--- src/rtl/detector_jogada.sv ---
// detector_jogada: synchronises and debounces the 9 board buttons, accepting a single clean press as a move.
// Optional DETECTOR_ERRO_EN adds erro_multiplo, a 1-cycle pulse on entry to BLOQUEADO.
module detector_jogada #(
    parameter int DEBOUNCE_CICLOS = 50000
) (
    input  logic       clock,
    input  logic       reset,
    input  logic       zera,
    input  logic [8:0] botoes,
    output logic [8:0] jogada,
    output logic [3:0] jogada_idx,
    output logic       tem_jogada,
`ifdef DETECTOR_ERRO_EN
    output logic       erro_multiplo,
`endif
    output logic [3:0] db_estado
);
    typedef enum logic [2:0] {
        OCIOSO    = 3'd0,
        FILTRANDO = 3'd1,
        VALIDO    = 3'd2,
        SOLTAR    = 3'd3,
        BLOQUEADO = 3'd4
    } estado_t;
    localparam int CW = $clog2(DEBOUNCE_CICLOS + 1);
    localparam logic [CW-1:0] MAXC = CW'(DEBOUNCE_CICLOS);
    localparam logic [CW-1:0] ULTIMO = CW'(DEBOUNCE_CICLOS - 1);
    estado_t estado, prox;
    logic [CW-1:0] cnt, cnt_prox, cnt_inc;
    logic [8:0] s1, s2, cand, cand_prox;
    logic vazio, multiplo, unico, ultimo;
    function automatic logic [3:0] indice(input logic [8:0] c);
        indice = 4'd0;
        for (int i = 0; i < 9; i++)
            if (c[i]) indice = 4'(i + 1);
    endfunction
    assign vazio    = s2 == 9'd0;
    assign multiplo = (s2 & (s2 - 9'd1)) != 9'd0;
    assign unico    = !vazio && !multiplo;
    assign ultimo   = cnt == ULTIMO;
    assign cnt_inc  = (cnt == MAXC) ? cnt : cnt + 1'b1;
    always_ff @(posedge clock or negedge reset) begin
        if (!reset) begin
            s1     <= '0;
            s2     <= '0;
            estado <= SOLTAR;
            cnt    <= '0;
            cand   <= '0;
            jogada <= '0;
        end else if (zera) begin
            s1     <= '0;
            s2     <= '0;
            estado <= SOLTAR;
            cnt    <= '0;
            cand   <= '0;
            jogada <= '0;
        end else begin
            s1     <= botoes;
            s2     <= s1;
            estado <= prox;
            cnt    <= cnt_prox;
            cand   <= cand_prox;
            jogada <= (prox == VALIDO) ? cand : jogada;
        end
    end
    always_comb begin
        prox      = SOLTAR;
        cnt_prox  = '0;
        cand_prox = cand;
        case (estado)
            OCIOSO: begin
                cand_prox = s2;
                prox      = unico ? FILTRANDO : multiplo ? BLOQUEADO : OCIOSO;
            end
            FILTRANDO: begin
                if (multiplo) prox = BLOQUEADO;
                else if (vazio) prox = OCIOSO;
                else if (s2 != cand) begin
                    cand_prox = s2;
                    prox      = FILTRANDO;
                end else begin
                    cnt_prox = cnt_inc;
                    prox     = ultimo ? VALIDO : FILTRANDO;
                end
            end
            VALIDO:    prox = SOLTAR;
            SOLTAR: begin
                cnt_prox = vazio ? cnt_inc : '0;
                prox     = (vazio && ultimo) ? OCIOSO : SOLTAR;
            end
            BLOQUEADO: prox = vazio ? SOLTAR : BLOQUEADO;
            default:   prox = SOLTAR;
        endcase
    end
    // zera in the VALIDO cycle cancels the strobe before the control unit can see it
    always_comb begin
        tem_jogada = (estado == VALIDO) && !zera;
        jogada_idx = indice(jogada);
        db_estado  = {1'b0, estado};
    end
`ifdef DETECTOR_ERRO_EN
    always_ff @(posedge clock or negedge reset) begin
        if (!reset) erro_multiplo <= 1'b0;
        else erro_multiplo <= !zera && (prox == BLOQUEADO) && (estado != BLOQUEADO);
    end
`endif
endmodule

--- config.mk ---
export PLATFORM = sky130hd
export DESIGN_NAME = detector_jogada
export DESIGN_NICKNAME = d
export VERILOG_FILES = /design/src/rtl/detector_jogada.sv
export SDC_FILE = /design/constraint.sdc
export NUM_CORES = 1
export LEC_CHECK = 0
export CORE_MARGIN = 2
export CORE_UTILIZATION = 55
export CTS_CLUSTER_DIAMETER = 200
export DETAILED_ROUTE_END_ITERATION = 6
export PLACE_DENSITY = 0.88
export SLEW_MARGIN = 20
export SYNTH_ARGS = -nofsm -noshare
export SYNTH_HDL_FRONTEND = slang
export SYNTH_SLANG_ARGS = --single-unit
--- constraint.sdc ---
create_clock -name clock -period 4.2 [get_ports clock]
set_input_delay 0.84 -clock clock [delete_from_list [all_inputs] [get_ports clock]]
set_output_delay 0.84 -clock clock [all_outputs]
set_load 0.05 [all_outputs]
After elaboration in Yosys (flattened, before gate mapping)
Cells that the tools add are included.
{"block": "totals", "register_bits": 55, "out_inout_bits": 18, "wordCells": 67, "in_bits": 12}
{"block": "classes", "mux": 35, "add_sub_neg": 2, "bitwise": 1, "n_reduce_logical": 12, "eq_ne": 11}
{"operator": "$mux 16", "count": 6}
{"operator": "$mux 9", "count": 8}
{"operator": "$eq 16x16->1 const B", "count": 2}
{"operator": "$mux 4", "count": 8}
{"operator": "$pmux 16 s2", "count": 1}
{"operator": "$pmux 9 s2", "count": 1}
{"operator": "$add 16x1->16 const B", "count": 1}
{"operator": "$mux 3", "count": 5}
{"operator": "$pmux 3 s4", "count": 1}
{"operator": "$and 9x9->9", "count": 1}
{"operator": "$eq 3x2->1 const B", "count": 3}
{"operator": "$logic_not 9->1", "count": 1}
{"operator": "$ne 3x3->1 const B", "count": 3}
{"operator": "$ne 9x9->1", "count": 1}
{"operator": "$reduce_bool 9->1", "count": 1}
{"operator": "$sub 9x1->9 const B", "count": 1}
{"operator": "$mux 2", "count": 4}
{"operator": "$reduce_and 4->1", "count": 1}
{"operator": "$eq 3x1->1 const B", "count": 1}
{"operator": "$eq 3x3->1 const B", "count": 1}
{"operator": "$logic_and 1x1->1", "count": 3}
{"operator": "$logic_not 1->1", "count": 3}
{"operator": "$logic_not 3->1", "count": 1}
{"operator": "$reduce_bool 3->1", "count": 1}
{"operator": "2 further kinds", "count": 2}

Logic depth before layout (Yosys ltp)
{"block": "logic_depth", "ltp_word": 10, "mapped_depth": 8, "mapped_depth_nobuf": 7}

Worst setup path after synthesis
No wires, ideal clock.
{"block": "synth_path", "kind": "flip-flop to output port", "startpoint": "register jogada[8]", "endpoint": "output port jogada_idx[1]", "stages_incl_launch_ff": 3, "required_time_ps": 3360, "slack_ps": 1481, "path_buffers": 0, "t_arrival_ps": 1879, "path_cell_list": "dfrtp_1 or2_2 a21oi_1"}
{"block": "synth_between", "elab_chain_len": 1}
{"element": "start: declaration", "line_no": "10", "rtl": "output logic [8:0] jogada,"}
{"element": "start signal: assignment", "line_no": "63", "rtl": "jogada <= (prox == VALIDO) ? cand : jogada;"}
{"element": "$mux 4", "line_no": "35", "rtl": "if (c[i]) indice = 4'(i + 1);"}
{"element": "end: declaration", "line_no": "11", "rtl": "output logic [3:0] jogada_idx,"}
No other way between the ends.

Final worst setup path
{"block": "layout_path", "startpoint": "register jogada[1]", "endpoint": "output port jogada_idx[0]"}
{"block": "layout_between", "elab_chain_len": 8}
{"element": "$mux 4 (8 in series)", "line_no": "35"}
No other way between the ends.

==> metrics.md <==
| Metric | Value |
|---|---|
| First-pass GRT wire length | `9.38 mm` |
| Layout Nets | `311` |
| Post-Place Worst Slack | `1.46 ns` |
| Final setup fails | `0` |
| Std cell rows | `26` |
| Routed len/inst | `14.9 um` |
| Hold Slack | `0.465 ns` |
| Leading area contributor after synthesis | `dfrtp_1` |
| Overflow after GRT | `0` |
| MaxCap Viol Count | `0` |
| Critical path required time | `3.36 ns` |
| Cell Pwr Density | `300 nW/um^2` |
| Slew margin rel. | `0.542` |
| Vias in the first global route | `2057` |
| Fmax | `348 MHz` |
| Post-DR vias/cell | `5.71` |
| DIE HEIGHT | `76.6 um` |
| Yosys top cell area share | `0.457` |
| CP cell instances | `inv_1, a21oi_1, o21bai_1, a21oi_1, o21bai_1, clkdlybuf4s50_1` |
| Setup CP Type | `reg2out` |
| Routability cong. | `0.761` |
| Synth warn | `0` |
| Status | `complete, no violations` |
| Clock Latency Late Sink | `0.32 ns` |
| Area grow syn2layout | `14.2%` |
| Avg Inst Size Synth | `10.4 um^2` |
| Pint | `0.000752 W` |
| Synth Area in Adders | `0.0155` |
| Resized Gates After CTS | `0` |
| Slew @ Worst Pin | `0.686 ns` |
| Max FO, Critical Path | `3` |
| Clock Tree Buf Depth | `2` |
| DRT iter0 DRCs | `119` |
| Critical path's slowest cell | `clkdlybuf4s50_1` |
| H-tree depth | `2` |
| Routed WL | `5.48 mm` |
| Class of the worst hold path | `reg2reg` |
| Sw Ratio | `0.242` |
| Critical Path AT | `2.03 ns` |
| # IOs | `30` |
| Core box area | `5110 um^2` |
| Largest cells by area after synthesis | `dfrtp_1 (46%), xor2_1 (4.8%), mux2i_1 (4.5%), nor2b_1 (4.3%), nand2b_1 (3.7%)` |
| Antenna Cells | `0` |
| Initial antenna violation count | `0` |
| Gr busiest metal | `met2` |
| Sequential share of the synthesized area | `0.476` |
| Ys flop type | `dfrtp_1` |
| Clk root buf | `clkbuf_8` |
| Total GRT Usage | `0.197` |
| Met3 Use GR | `0.0367` |
| Synth async-reset ratio | `1.00` |
| Pre-Repair DR Iteration Count | `4` |
| Die area | `5870 um^2` |
| XOR/XNOR Fraction of Synth Area | `0.0725` |
| Synth Register Bits | `55` |
| Final critical-path setup slack | `1.33 ns` |
| Mux share of post-synthesis cell area | `0.0449` |
| Post-Syn Nets | `292` |
| Unrepaired setup endpoints after global routing | `false` |
| Setup Fix Bufs, Post-CTS | `0` |
| Net switching power | `0.000240 W` |
| Final min period | `2.87 ns` |
| Syn Std Cell Area | `2900 um^2` |
| CTS Buf Count | `5` |
| # DRC | `0` |
| Port bufs | `28` |
| Syn Inst Count | `278` |
| Met2 GRT Util | `0.321` |
| Largest stage delay, worst path | `0.81 ns` |
| Combinational power share | `0.086` |
| Fin crit share | `0.683` |
| Clock Pin Slew Worst Setup and Hold Paths | `0.10 ns` |
| Routed vias | `2103` |
| Placed wire-length estimate | `3.66 mm` |
| Largest net degree at the start of global routing | `56` |
| CP Launch Type | `flop` |
| Fin. Hold Viols | `0` |
| Post-DRT Antenna Nets | `0` |
| Die W | `76.6 um` |
| CTS tree | `done` |
| Clock Sinks | `55` |
| Yosys cell types | `50` |
| Seq pwr share | `0.552` |
| Area share of and/or/nand/nor cells after synthesis | `0.265` |
| Final Skew | `0.0167 ns` |
| # hold bufs at CTS | `0` |
| Share of cells above drive strength 1 | `0.111` |
| Maximum vdd ir drop | `0.000173 V` |
| Main combinational cell family by area after synthesis | `simple AND/OR/NAND/NOR gates` |
| Leak Pwr | `1.44 nW` |
| Post-synth EDFFs | `0` |
| Worst Setup End Kind | `primary output` |
| Grt met1 use | `0.255` |
| Fin. max-slew vios | `0` |
| Initial core utilization | `0.568` |
| TNS Setup | `0 ns` |
| Clk network pwr share | `0.363` |
| Compound-Gate Fraction of Synth Area | `0.0859` |
[kinds of logic after synthesis]
| kind of cell | Yosys count |
|---|---|
| adder cells (fa/ha/maj) | 4 |
| multiplexers | 13 |
| XOR/XNOR | 24 |
| flip-flops | 55 |
| AO/OA/AOI/OAI | 30 |
| AND/OR/NAND/NOR | 127 |
| buffers and inverters | 24 |
| other | 1 |
[metal layers]
metal  up-vias  wire, um
met2        71      2660
met4         0       161
met5         -         0
met3        15       283
li1        995         -
met1      1022      2380
[power groups by stage]
stage	clock (W)	sequential [W]	combinational [W]
5_1_grt	0.000392	0.000549	0.0000945
6_report	0.000360	0.000547	0.0000851
3_3_place_gp	0	0.000557	0.0000821
2_1_floorplan	0	0.000552	0.0000615
3_5_place_dp	0	0.000558	0.0000847
4_1_cts	0.000366	0.000547	0.0000862
[cell usage after synthesis, types with 2 or more instances]
| cell | count |
|---|---|
| dfrtp_1 | 53 |
| nor2b_1 | 20 |
| nand2b_1 | 17 |
| nor2_1 | 17 |
| xor2_1 | 16 |
| nor3_1 | 14 |
| clkbuf_1 | 13 |
| mux2i_1 | 13 |
| nand2_1 | 10 |
| nand3_1 | 10 |
| nor3_2 | 9 |
| xnor2_1 | 8 |
| a21o_1 | 6 |
| inv_1 | 6 |
| a21oi_1 | 5 |
| nand4_1 | 5 |
| nor3b_1 | 4 |
| and3_1 | 3 |
| o21ai_0 | 3 |
| or2_2 | 3 |
| or3_1 | 3 |
| or4_1 | 3 |
| buf_4 | 2 |
| buf_6 | 2 |
| dfstp_2 | 2 |
| ha_1 | 2 |
| maj3_1 | 2 |
| nor4_2 | 2 |
| nor4bb_1 | 2 |
| o21bai_1 | 2 |
| or3b_2 | 2 |
[through the flow]
step	total power (W)	cell area, um^2	utilization	instances
finish	0.000992	3310	0.648	368
global route	0.00103	3310	0.648	368
CTS	0.000999	3310	0.648	368
detailed placement	0.000642	3200	0.626	360
global placement	0.000639	3200	0.626	360
floorplan	0.000614	2900	-	278
[path summary, 6_finish.rpt]
path / from / to / slack, ns / cells after the start
min in group asynchronous: reset / cnt[13] / 0.63 / 2
min reg2reg: s1[6] / s2[6] / 0.46 / 1
min: s1[6] / s2[6] / 0.46 / 1
max in group asynchronous: reset / jogada[2] / 3.12 / 2
max: jogada[1] / jogada_idx[0] / 1.33 / 6
max reg2reg: s2[1] / jogada[2] / 1.57 / 6
[flip-flops by register name, summed over array words and instances, names as in the netlist]
signal,cells
estado,3
s1,9
jogada,9
cand,9
cnt,16
s2,9
[final cells by class]
cell class | instances | area [um^2]
Fill cell | 415 | 1800
Multi-Input combinational cell | 199 | 1410
Sequential cell | 55 | 1380
Timing Repair Buffer | 30 | 300
Tap cell | 70 | 87.6
Clock buffer | 5 | 68.8
Clock inverter | 3 | 46.3
Inverter | 6 | 22.5
[critical path: cells and delay by family (launching register included)]
family | cells | cell delay, ns
AO/OA/AOI/OAI | 4 | 0.44
buffers and inverters | 2 | 0.88
flip-flops | 1 | 0.40
[cells in the final DEF, fill, tap and decap left out, drive strengths merged, types with 3 or more instances in the layout]
cell type / n
dfrtp: 53
nand4: 5
xor2: 16
inv: 7
or4: 3
nand2b: 17
and3: 3
buf: 4
nand3: 10
nor3: 23
nor4: 3
nor3b: 4
mux2i: 13
clkbuf: 5
a21o: 6
clkdlybuf4s50: 26
nand2: 10
xnor2: 8
nor2: 17
a21oi: 5
or3: 3
o21ai: 3
or2: 3
nor2b: 20
(Power assumes the default switching activity.)
